<file path="src/rtl/alsu_arbiter.sv">
// alsu_arbiter: shares one ALSU among NUM_REQ requesters with round-robin
// arbitration, one issue per cycle, and returns each result to its requester
// through an {valid, id, err} tag pipeline that matches the ALSU latency.
// Optional macro ALSU_ARB_LOCK_EN: a granted requester holding req_lock_i
// keeps the grant on the following cycle (for chained shift/rotate ops).
module alsu_arbiter #(
    parameter int NUM_REQ  = 4,
    parameter int ALSU_LAT = 2,
    parameter int ID_W     = 3
) (
    input  logic                   clk,
    input  logic                   rst,
    input  logic [NUM_REQ-1:0]     req_valid_i,
    output logic [NUM_REQ-1:0]     req_ready_o,
    input  logic [3*NUM_REQ-1:0]   req_opcode_i,
    input  logic [3*NUM_REQ-1:0]   req_a_i,
    input  logic [3*NUM_REQ-1:0]   req_b_i,
    input  logic [7*NUM_REQ-1:0]   req_ctrl_i,
    input  logic [NUM_REQ-1:0]     req_lock_i,
    output logic [2:0]             alsu_opcode_o,
    output logic [2:0]             alsu_a_o,
    output logic [2:0]             alsu_b_o,
    output logic [6:0]             alsu_ctrl_o,
    input  logic [5:0]             alsu_out_i,
    output logic                   rsp_valid_o,
    output logic [ID_W-1:0]        rsp_id_o,
    output logic [5:0]             rsp_data_o,
    output logic                   rsp_err_o
);

    localparam int IDX_W = (NUM_REQ > 1) ? $clog2(NUM_REQ) : 1;
    localparam int SUM_W = IDX_W + 1;

    // ctrl field order: {cin, red_op_A, red_op_B, bypass_A, bypass_B, direction, serial_in}
    // Idle op is bypass_A with A=0, so the ALSU produces 0.
    localparam logic [6:0] IDLE_CTRL = 7'b000_1000;

    typedef struct packed {
        logic            valid;
        logic [ID_W-1:0] id;
        logic            err;
    } tag_t;

    logic [IDX_W-1:0]   rr_ptr_q, rr_ptr_d;
    logic [NUM_REQ-1:0] grant;
    logic [IDX_W-1:0]   gnt_idx;
    logic               found;
    logic [SUM_W-1:0]   cand;
    logic               accept;
    logic               search_from_ptr;

    logic [2:0] sel_op, sel_a, sel_b;
    logic [6:0] sel_ctrl;
    logic       sel_err;

    logic [2:0] alsu_op_q, alsu_op_d;
    logic [2:0] alsu_a_q, alsu_a_d;
    logic [2:0] alsu_b_q, alsu_b_d;
    logic [6:0] alsu_ctrl_q, alsu_ctrl_d;

    tag_t tag_q [ALSU_LAT+1];

    logic            rsp_valid_q;
    logic [ID_W-1:0] rsp_id_q;
    logic [5:0]      rsp_data_q;
    logic            rsp_err_q;

`ifdef ALSU_ARB_LOCK_EN
    logic lock_q, lock_d;

    // A locked owner is searched first, so it wins while it stays valid.
    assign search_from_ptr = lock_q;
    assign lock_d          = accept & req_lock_i[gnt_idx];

    // Lock flag: set when the accepted requester asks to keep the grant.
    always_ff @(posedge clk or posedge rst) begin
        if (rst) lock_q <= 1'b0;
        else     lock_q <= lock_d;
    end
`else
    logic unused_lock;

    assign search_from_ptr = 1'b0;
    assign unused_lock     = ^req_lock_i;
`endif

    // Round-robin search starting after the pointer (or at it while locked).
    always_comb begin
        // NOTE: every combinational output gets a default first so no path leaves it unassigned (no latch).
        grant   = '0;
        gnt_idx = rr_ptr_q;
        found   = 1'b0;
        cand    = '0;
        for (int k = 0; k < NUM_REQ; k++) begin
            cand = {1'b0, rr_ptr_q} + SUM_W'(k) + {{IDX_W{1'b0}}, ~search_from_ptr};
            if (cand >= SUM_W'(NUM_REQ)) cand = cand - SUM_W'(NUM_REQ);
            if (!found && req_valid_i[cand[IDX_W-1:0]]) begin
                found                    = 1'b1;
                gnt_idx                  = cand[IDX_W-1:0];
                grant[cand[IDX_W-1:0]]   = 1'b1;
            end
        end
    end

    assign accept      = found;
    assign req_ready_o = grant;

    // Select the granted requester's fields and classify the op as valid/invalid.
    always_comb begin
        sel_op   = '0;
        sel_a    = '0;
        sel_b    = '0;
        sel_ctrl = '0;
        for (int i = 0; i < NUM_REQ; i++) begin
            if (grant[i]) begin
                sel_op   = req_opcode_i[3*i +: 3];
                sel_a    = req_a_i[3*i +: 3];
                sel_b    = req_b_i[3*i +: 3];
                sel_ctrl = req_ctrl_i[7*i +: 7];
            end
        end
        sel_err = ~(sel_ctrl[3] | sel_ctrl[2]) &
                  (((sel_ctrl[5] | sel_ctrl[4]) & (sel_op[1] | sel_op[2])) |
                   (sel_op[1] & sel_op[2]));
    end

    // Next-state for pointer and issue register: granted op, else the idle op.
    always_comb begin
        rr_ptr_d    = accept ? gnt_idx : rr_ptr_q;
        alsu_op_d   = accept ? sel_op   : 3'b000;
        alsu_a_d    = accept ? sel_a    : 3'b000;
        alsu_b_d    = accept ? sel_b    : 3'b000;
        alsu_ctrl_d = accept ? sel_ctrl : IDLE_CTRL;
    end

    // Arbitration pointer and ALSU issue register.
    always_ff @(posedge clk or posedge rst) begin
        // NOTE: state is updated with non-blocking assignments so every register samples pre-edge values.
        if (rst) begin
            rr_ptr_q    <= IDX_W'(NUM_REQ - 1);
            alsu_op_q   <= 3'b000;
            alsu_a_q    <= 3'b000;
            alsu_b_q    <= 3'b000;
            alsu_ctrl_q <= IDLE_CTRL;
        end else begin
            rr_ptr_q    <= rr_ptr_d;
            alsu_op_q   <= alsu_op_d;
            alsu_a_q    <= alsu_a_d;
            alsu_b_q    <= alsu_b_d;
            alsu_ctrl_q <= alsu_ctrl_d;
        end
    end

    assign alsu_opcode_o = alsu_op_q;
    assign alsu_a_o      = alsu_a_q;
    assign alsu_b_o      = alsu_b_q;
    assign alsu_ctrl_o   = alsu_ctrl_q;

    // Tag pipeline: stage 0 is written at the accepting edge, shifts every cycle.
    always_ff @(posedge clk or posedge rst) begin
        // NOTE: this small array is reset in full because its valid bits must drop so in-flight ops are discarded.
        if (rst) begin
            for (int s = 0; s <= ALSU_LAT; s++) tag_q[s] <= '0;
        end else begin
            tag_q[0] <= '{valid: accept, id: ID_W'(gnt_idx), err: sel_err};
            for (int s = 1; s <= ALSU_LAT; s++) tag_q[s] <= tag_q[s-1];
        end
    end

    // Response register: pairs the oldest tag with the ALSU result now valid.
    always_ff @(posedge clk or posedge rst) begin
        if (rst) begin
            rsp_valid_q <= 1'b0;
            rsp_id_q    <= '0;
            rsp_data_q  <= '0;
            rsp_err_q   <= 1'b0;
        end else begin
            rsp_valid_q <= tag_q[ALSU_LAT].valid;
            rsp_id_q    <= tag_q[ALSU_LAT].id;
            rsp_data_q  <= alsu_out_i;
            rsp_err_q   <= tag_q[ALSU_LAT].err;
        end
    end

    assign rsp_valid_o = rsp_valid_q;
    assign rsp_id_o    = rsp_id_q;
    assign rsp_data_o  = rsp_data_q;
    assign rsp_err_o   = rsp_err_q;

endmodule
</file>
<file path="config.mk">
export PLATFORM = sky130hd
export DESIGN_NAME = alsu_arbiter
export DESIGN_NICKNAME = d
export VERILOG_FILES = /design/src/rtl/alsu_arbiter.sv
export SDC_FILE = /design/constraint.sdc
export NUM_CORES = 1
export LEC_CHECK = 0
export CAP_MARGIN = 20
export CORE_MARGIN = 2
export CORE_UTILIZATION = 44
export DETAILED_ROUTE_END_ITERATION = 12
export PLACE_DENSITY = 0.94
export SLEW_MARGIN = 20
export SYNTH_ARGS = -nofsm -noshare
export SYNTH_HDL_FRONTEND = slang
export SYNTH_SLANG_ARGS = --single-unit
</file>
<file path="constraint.sdc">
create_clock -name clk -period 8.9 [get_ports clk]
set_input_delay 1.78 -clock clk [delete_from_list [all_inputs] [get_ports clk]]
set_output_delay 1.78 -clock clk [all_outputs]
set_load 0.1 [all_outputs]
</file>
==> reports/metrics.csv <==
stage,metric,value,unit
grt,grt_max_degree,41,
logic_synthesis,synth_area,0.00223,mm2
drt,wl_met1,2540,um
run,maxCapViolCount,0,
hold_path,hold_path_class,flip-flop to flip-flop,
logic_synthesis,synth.net_count,304,
logic_synthesis,postSynth.asyncResetShare,100,%
final_layout,nFillCells,360,
timing,tightestPinTransition,1.08,ns
timing,finalSetupViolations,0,
grt,grt_pass1_wl,10400,um
timing,final_max_slew_viol_count,0,
setup_path,cp_max_fo,33,
floorplanning,die_y,75.2,um
drt,remaining_drc_errors,0,
drt,firstDrtPassIters,5,
logic_synthesis,synth-seq-cells,40,
logic_synthesis,yosys.area_share.xor_xnor,0,%
floorplanning,die-area,0.00566,mm2
drt,drt_iter0_drc,158,
timing,max_freq,0.137,GHz
grt,antenna_found_initial,0,
logic_synthesis,synth-simple-area-share,14.3,%
placed_design,place_congestion,0.912,
logic_synthesis,synth_flop_cell,dfrtp_1,
timing,relSlewSlack,27.8,%
setup_path,crit_required,7.12,ns
logic_synthesis,yosys.cell_types.count,47,
logic_synthesis,synth_top_area_share,41.5,%
drt,ant_nets,0,
setup_path,worstSetupPathType,input pin to output pin,
logic_synthesis,yosys_warnings,0,
grt,grt_remaining_overflow,0,
setup_path,cp_data_arrival_time,5.54,ns
cts,clockRootBuffer,clkbuf_8,
logic_synthesis,synth_most_common_cell,dfrtp_1,
outcome,outcome,completed,
logic_synthesis,ys_seq_area_share,45.0,%
logic_synthesis,syn_inst,216,
timing,fin_crit_sh,82.3,%
logic_synthesis,synth_edf_count,0,
final_layout,antenna_cells,0,
cts,clock_latency,0.29,ns
timing,final-hold-violation-count,0,
setup_path,crit_path_start_kind,input pin,
grt,grtUsageTotal,24.6,%
cts,cts_max_level,2,
drt,dr_wl_met3,588,um
final_layout,layout-drive-gt1-share,8.23,%
logic_synthesis,syn_area_per_cell,10.3,um2
placed_design,io_buffers,105,
cts,clk_pin_slew,0.08,ns
cts,cts_hold_buf,0,
grt,grt_pass1_vias,2047,
setup_path,endpoint_kind,output pin,
logic_synthesis,synth_mux_area_share,4.76,%
timing,skew,0.00977,ns
timing,setup-tns-final,0,ns
final_layout,nets,403,
logic_synthesis,synth_fa_ha_area_share,4.48,%
logic_synthesis,yosysTopAreaCell,dfrtp_1,
cts,cts_tree,done,
cts,cts.repair.resized,0,
cts,cts_buffers,5,
floorplanning,initial_core_util,46.4,%
logic_synthesis,yosys-top-cells-count,"37 x dfrtp_1, 23 x nand2_1, 15 x nor2b_1",
placed_design,dp_hpwl,4900,um
drt,top_layer,met4,
logic_synthesis,synth_top_family_by_area,compound AO/OA/AOI/OAI gates,
floorplanning,rows,25,
cts,clock-sinks,40,
drt,avgViaCountPerCell,5.63,
drt,wl_met2,3700,um
cts,max-clock-path-buffers,2,
logic_synthesis,yosys-top-cells-area,"dfrtp_1 41%, o31ai_1 4.7%, ha_1 4.5%",
final_layout,syn_to_final_growth,53.0,%
floorplanning,design.core.area,0.00482,mm2
cts,post_cts_buffers,0,
drt,vias,2158,
floorplanning,io_pins,111,
floorplanning,die_w,75.2,um
timing,grt_setup_unrepaired,no,
drt,drt_wl_total,6970,um
drt,routedWlPerCell,18.2,um
timing,period_needed,7.32,ns
logic_synthesis,synth-compound-area-share,25.0,%
setup_path,ff2ff_setup_slack,4.70,ns
## sequential cells by signal, indices dropped and copies added (netlist names)
name / count
alsu_ctrl_o: 7
rsp_valid_o: 1
rsp_err_o: 1
rsp_data_o: 6
rsp_id_o: 2
tag_q: 12
alsu_a_o: 3
alsu_opcode_o: 3
rr_ptr_q: 2
alsu_b_o: 3
## kinds of logic after synthesis
group | count (synthesis)
DFF | 40
muxes | 8
and+or+nand+nor | 61
AOI/OAI and AO/OA | 71
buffers and inverters | 27
other | 1
adders and majority gates | 8
## path summary, 6_finish.rpt
kind	startpoint	end	cells past startpoint
min	tag_q[11]	tag_q[6]	0
max	req_valid_i[1]	req_ready_o[2]	6
min in group asynchronous	rst	rsp_data_o[2]	3
max in group asynchronous	rst	alsu_ctrl_o[3]	3
min reg2reg	tag_q[11]	tag_q[6]	0
max reg2reg	rr_ptr_q[0]	tag_q[10]	10
## critical path, cell delays in order
cell	delay, ns
clkdlybuf4s50_1	0.53
mux2i_2	0.31
mux2i_2	0.14
nor3_1	0.49
a221o_1	0.97
clkdlybuf4s50_1	1.31
## cell usage in the layout (no fill, tap or decap), drive strengths merged, types with 3 or more instances in the layout
master         netlist  routed
a311oi               5       5
nor2                 9       9
nor2b               16      16
clkdlybuf4s50        0     105
clkbuf               5       6
a21oi                6       6
dfrtp               37      37
a31oi                6       6
inv                 13      13
a221o                3       3
a221oi              10      10
nand2b               3       3
a22o                 4       4
mux2i                5       5
dfstp                3       3
ha                   8       8
o31ai               17      17
a211o                3       3
o21ai                8       8
nand2               23      23
## through the flow
| step | std cells | util (%) | worst slack, ns | area (um2) | hold WS [ns] |
|---|---|---|---|---|---|
| global route | 383 | 70.9 | 1.43 | 3420 | 0.345 |
| detailed placement | 375 | 68.2 | 1.70 | 3280 | 0.335 |
| CTS | 383 | 70.9 | 1.68 | 3420 | 0.345 |
| finish | 383 | 70.9 | 1.58 | 3420 | 0.341 |
| floorplan | 216 | - | 3.02 | 2230 | 0.331 |
| global placement | 375 | 68.2 | 1.77 | 3280 | 0.332 |
## routing by layer
metal / up-vias / global-route usage (%)
li1: 990 / -
met1: 1031 / 29.3
met2: 121 / 43.9
met3: 16 / 5.49
met4: 0 / 8.19
met5: - / 0
## area by class of cell
cell class	instances	area, um2	share of cell area, %
clock buffer	6	72.6	2.12
clock inverter	2	60.1	1.76
inverter	13	48.8	1.43
multi-input combinational	149	1090	31.9
sequential	40	1000	29.4
tap	67	83.8	2.45
timing repair buffer	106	1060	31.0
Power is left out: the tool's default activity adds up to more than one toggle a clock period on the data nets, which glitch-free logic cannot reach.
